==> config.mk <==
export PLATFORM = sky130hd
export DESIGN_NAME = multi_ch_divider
export DESIGN_NICKNAME = d
export VERILOG_FILES = /design/src/rtl/divider_pkg.sv /design/src/rtl/divider_channel.sv /design/src/rtl/multi_ch_divider.sv
export SDC_FILE = /design/constraint.sdc
export NUM_CORES = 1
export LEC_CHECK = 0
export ABC_AREA = 1
export BUFFER_PORTS_ARGS = -buffer_cell sky130_fd_sc_hd__buf_2
export CAP_MARGIN = 25
export CORE_UTILIZATION = 58
export CTS_BUF_LIST = sky130_fd_sc_hd__clkbuf_2
export CTS_CLUSTER_DIAMETER = 200
export DETAILED_ROUTE_END_ITERATION = 6
export GPL_TIMING_DRIVEN = 1
export HOLD_SLACK_MARGIN = 0.05
export PLACE_DENSITY = 0.79
export SYNTH_ARGS = -nofsm -noshare
export SYNTH_HDL_FRONTEND = slang
export SYNTH_SLANG_ARGS = --single-unit
==> constraint.sdc <==
create_clock -name clk -period 4.9 [get_ports clk]
set_clock_uncertainty 0.05 [all_clocks]
set_input_delay 0.98 -clock clk [delete_from_list [all_inputs] [get_ports clk]]
set_output_delay 0.98 -clock clk [all_outputs]
set_load 0.005 [all_outputs]
==> src/rtl/divider_pkg.sv <==
// divider_pkg: shared types and helpers for the multi-channel clock-enable divider
package divider_pkg;
  typedef enum logic {DIV_PULSE = 1'b0, DIV_SQUARE = 1'b1} div_mode_e;
  localparam int DIV_MAX_CH = 16;
  // ceil(d/2) without needing a wider adder: (d>>1) plus the dropped LSB
  function automatic logic [31:0] half_period(input logic [31:0] d);
    return (d >> 1) + {31'b0, d[0]};
  endfunction
endpackage

==> src/rtl/divider_channel.sv <==
// divider_channel: one divider lane (counter, divisor/mode shadow, registered outputs)
// Ports: clk, rst_n (async, active-low), en (level), mode (0 pulse / 1 square),
//        div (divisor, 0 treated as 1), clr (sync restart), out (divided output), wrap (period tick)
module divider_channel
  import divider_pkg::*;
#(
  parameter int CNT_W = 16
) (
  input  logic             clk,
  input  logic             rst_n,
  input  logic             en,
  input  logic             mode,
  input  logic [CNT_W-1:0] div,
  input  logic             clr,
  output logic             out,
  output logic             wrap
);
  logic [CNT_W-1:0] cnt_q, d_act, d_eff, h, cnt_next;
  div_mode_e        mode_act;
  logic             wrap_now, load;
  always_comb begin
    d_eff    = (d_act == '0) ? CNT_W'(1) : d_act;
    h        = CNT_W'(half_period(32'(d_eff)));
    wrap_now = cnt_q == d_eff - 1'b1;
    cnt_next = wrap_now ? '0 : cnt_q + 1'b1;
    // shadow only moves when the counter restarts, so a period is never cut or stretched
    load     = clr | ~en | wrap_now;
  end
  always_ff @(posedge clk or negedge rst_n) begin
    if (!rst_n) begin
      cnt_q    <= '0;
      out      <= 1'b0;
      wrap     <= 1'b0;
      d_act    <= CNT_W'(1);
      mode_act <= DIV_PULSE;
    end else begin
      if (clr || !en) begin
        cnt_q <= '0;
        out   <= 1'b0;
        wrap  <= 1'b0;
      end else begin
        cnt_q <= cnt_next;
        wrap  <= wrap_now;
        out   <= (mode_act == DIV_SQUARE) ? (cnt_next < h) : wrap_now;
      end
      if (load) begin
        d_act    <= div;
        mode_act <= div_mode_e'(mode);
      end
    end
  end
endmodule

==> src/rtl/multi_ch_divider.sv <==
// multi_ch_divider: runtime-programmable multi-channel clock-enable divider
// Ports: clk, rst_n (async, active-low), en_i/mode_i (per channel), div_i (CNT_W per channel,
//        channel c at [c*CNT_W +: CNT_W]), sync_clr_i (restart all in phase),
//        out_o (divided output), wrap_o (period tick)
module multi_ch_divider
  import divider_pkg::*;
#(
  parameter int NUM_CH = 4,
  parameter int CNT_W  = 16
) (
  input  logic                    clk,
  input  logic                    rst_n,
  input  logic [NUM_CH-1:0]       en_i,
  input  logic [NUM_CH-1:0]       mode_i,
  input  logic [NUM_CH*CNT_W-1:0] div_i,
  input  logic                    sync_clr_i,
  output logic [NUM_CH-1:0]       out_o,
  output logic [NUM_CH-1:0]       wrap_o
);
  for (genvar c = 0; c < NUM_CH; c++) begin : g_ch
    divider_channel #(.CNT_W(CNT_W)) u_ch (
      .clk  (clk),
      .rst_n(rst_n),
      .en   (en_i[c]),
      .mode (mode_i[c]),
      .div  (div_i[c*CNT_W +: CNT_W]),
      .clr  (sync_clr_i),
      .out  (out_o[c]),
      .wrap (wrap_o[c])
    );
  end
endmodule

==> summary.md <==
| Metric | Value |
|---|---|
| Count of fill cells added during filler insertion | 1,776 |
| Multi-input logic area | 6750 um2 |
| Inserted Clock Buffers | 17 |
| Clock-pin slew on the worst setup and hold paths | 230 ps |
| Post-detail-place hpwl | 21,300 um |
| Count of max-cap constraint violations | 0 |
| Violation count after the first detailed-routing iteration | 763 |
| Max rail drop VDD | 0.167 mV |
| Vias post-DR | 10.3k |
| Post-layout instance count excluding filler cells | 1,948 |
| Routed Antenna Nets | 0 |
| Top FF cell, synth | sky130_fd_sc_hd__dfrtp_1 |
| Status | finished, final reports clean |
| Clock tree from TritonCTS | done |
| Post-CTS setup-driven buffer insertion count | 0 |
| Stage delay of the slowest cell on the critical path | 500 ps |
| Die outline height | 142 um |
| DP Cell Count | 1,914 |
| Capture point of the worst reg-to-reg path | g_ch[0].u_ch.out |
| RR Startpoint | g_ch[0].u_ch.d_act[7] |
| Mean cell area of the mapped netlist | 7.05 um2 |
| Path type of the worst setup path | register to register |
| DR pass1 iterations | 7 |
| NumNets Final | 1,820 |
| End point of the critical path | g_ch[0].u_ch.out |
| Vias in the first global route | 9,844 |
| Hold Violations, Final | 0 |
| Worst setup EP type | register |
| Post_cts resized | 0 |
| Final worst path period share | 0.861 |
| Total standard cell area after synthesis | 11,400 um2 |
| Hold-fix buffers, CTS | 0 |
| Pin count of the biggest net entering global routing | 84 |
| Synth area leaders | sky130_fd_sc_hd__dfrtp_1, sky130_fd_sc_hd__nand2_1, sky130_fd_sc_hd__xor2_1 |
| Core Rows | 50 |
| Crit path from | g_ch[0].u_ch.d_act[7] |
| Starting utilization of the core area | 0.600 |
| Clk_lat worst skew | 770 ps |
| Number of DRC violations after detailed routing | 0 |
| Global-route wire length before repair | 45,800 um |
| Most frequent cells after synthesis | sky130_fd_sc_hd__nand2_1, sky130_fd_sc_hd__nor2_1, sky130_fd_sc_hd__inv_1 |
| Smallest setup slack after layout | 682 ps |
| Achievable Freq | 237 MHz |
| Layout cells sized above 1 | 0.124 |
| Critical-path cell with the highest stage delay | sky130_fd_sc_hd__dfrtp_1 |
| Accumulated negative setup slack | 0 ps |
| Power density of the placed cells | 213 nW/um2 |
| Part of the Yosys area used for sequential elements | 0.308 |
| Pre-CTS setup slack | 841 ps |
| GRT overflow | 0 |
| Placeable Area | 19,000 um2 |
| CP Launch Type | register |
| Number of distinct library cell variants in the gate-level netlist after synthesis | 48 |
| Total wire length | 27,200 um |
| Library cell appearing most often on the critical path | sky130_fd_sc_hd__nand2_1 |
| Total nets after synthesis | 1,762 |
| Overall track demand over capacity in global routing | 0.286 |
| Yosys top cell area share | 0.299 |
| YS warnings | 0 |
| Cell depth of the worst flop-to-flop path | 26 |
| Die Width | 142 um |
| Number of synthesized register bits | 140 |
| Maximum number of buffers from clock root to sink | 2 |
| Final Slew Violations | 0 |
| Cell type with the largest total area after synthesis | sky130_fd_sc_hd__dfrtp_1 |
| Worst path required time | 5560 ps |
| Cell count after synthesis | 1,615 |
| Slew margin rel. | 0.473 |
| Cell with the most instances after synthesis | sky130_fd_sc_hd__nand2_1 |
| Root buffer cell | sky130_fd_sc_hd__clkbuf_2 |
| Vias per std cell | 5.29 |
| Die area | 20,200 um2 |
| Number of buffers inserted by port buffering | 82 |
| Slew at the pin closest to its max-slew limit | 791 ps |
| Area overhead of the layout relative to synthesis | 6.65% |
| Wire length per cell after detailed routing | 14.0 um |
| Async set-reset flop share out of synthesis | 1.00 |
| Time the worst path needs with I/O delays and setup | 4220 ps |
| Sum of internal, switching and leakage power | 2.59 mW |
| Number of enable-type register cells in the synthesized netlist | 0 |
| Number of antenna violations at the first check in global routing | 2 |
| WP data arrival | 4880 ps |
| CP Max Fanout | 16 |
| Gpl congestion | 0.957 |
| Register-to-Register Setup Slack | 680 ps |
| Setup repair after global routing missed its margin | false |
| Type of the tightest min-delay check | input port to asynchronous set/reset pin |
| H-Tree Depth | 4 |
| Storage element area | 3510 um2 |
| Count of boundary I/O pins | 83 |
| Clock Sink Count | 140 |
| Hold slack | 142 ps |
| Finish-stage setup viols | 0 |
| Static Leakage | 6.20 nW |
-- worst max-delay path: cells and delay by family, from the launching register on --
| family | cells | cell delay [ps] |
|---|---|---|
| flip-flops | 1 | 500 |
| AND/OR/NAND/NOR | 20 | 2370 |
| adder cells (fa/ha/maj) | 2 | 580 |
| AO/OA/AOI/OAI | 3 | 570 |
| buffers and inverters | 1 | 40 |
-- power by group --
group / switching [mW] / internal [mW] / total, mW
registers: 0.0838 / 1.21 / 1.29
clock network: 0.448 / 0.326 / 0.775
logic: 0.330 / 0.190 / 0.520
total: 0.862 / 1.73 / 2.59
-- sequential cells by signal, summed over array words and instances (netlist names) --
| register | count |
|---|---|
| g_ch.u_ch.cnt_q | 64 |
| g_ch.u_ch.mode_act | 4 |
| g_ch.u_ch.wrap | 4 |
| g_ch.u_ch.out | 4 |
| g_ch.u_ch.d_act | 64 |
-- cells by family after synthesis --
| family | share of synthesized area |
|---|---|
| AO/OA/AOI/OAI | 0.0637 |
| buffers and inverters | 0.0986 |
| multiplexers | 0.000989 |
| flip-flops | 0.308 |
| XOR/XNOR | 0.107 |
| adder cells (fa/ha/maj) | 0.0792 |
| AND/OR/NAND/NOR | 0.342 |
-- cells in the final DEF, fill, tap and decap left out, drive strengths merged --
master    count
nand2       383
nor2        270
inv         221
dfrtp       136
nand3       111
xor2        108
buf          86
o21ai        83
ha           72
nor3         39
nand4        34
a21oi        30
xnor2        29
clkbuf       17
nand3b       14
clkinv       11
a211oi        5
a2111oi       5
or2           5
o21bai        4
bufinv        4
dfstp         4
nor3b         4
diode         3
a31oi         1
nor4          1
a21boi        1
a31o          1
xnor3         1
and3          1
o2111ai       1
a221oi        1
mux2          1
clkinvlp      1
-- through the flow --
step	area, um2	utilization
global placement	11900	0.626
CTS	12100	0.640
global route	12100	0.640
finish	12100	0.640
floorplan	11400	-
detailed placement	11900	0.626
-- how the worst min path moves through the flow --
stage	from	to	slack, ps	cells past startpoint
final	rst_n	g_ch[0].u_ch.d_act[7]	140	1
after detailed placement	g_ch[1].u_ch.mode_act	g_ch[1].u_ch.out	470	3
after global placement	g_ch[2].u_ch.mode_act	g_ch[2].u_ch.out	460	3
after CTS	rst_n	g_ch[0].u_ch.d_act[7]	170	1
after global routing	rst_n	g_ch[0].u_ch.d_act[9]	200	1
after floorplan	g_ch[3].u_ch.mode_act	g_ch[3].u_ch.out	430	3
-- routing by layer --
| metal | track usage | vias to the layer above | wire (um) |
|---|---|---|---|
| li1 | - | 5215 | - |
| met2 | 0.472 | 303 | 12500 |
| met5 | 0 | - | 0 |
| met3 | 0.0380 | 39 | 1320 |
| met1 | 0.388 | 4739 | 12900 |
| met4 | 0.0894 | 0 | 443 |
-- area by class of cell --
cell class              count  share of cell area
diodes                      3            0.000619
clock buffers              17             0.00701
clock inverters            14              0.0146
inverters                 223              0.0690
multi-input cells        1205               0.556
flip-flops and latches    140               0.289
well taps                 260              0.0268
repair buffers             86              0.0368
Note: power is estimated with default switching activity, not from simulation.
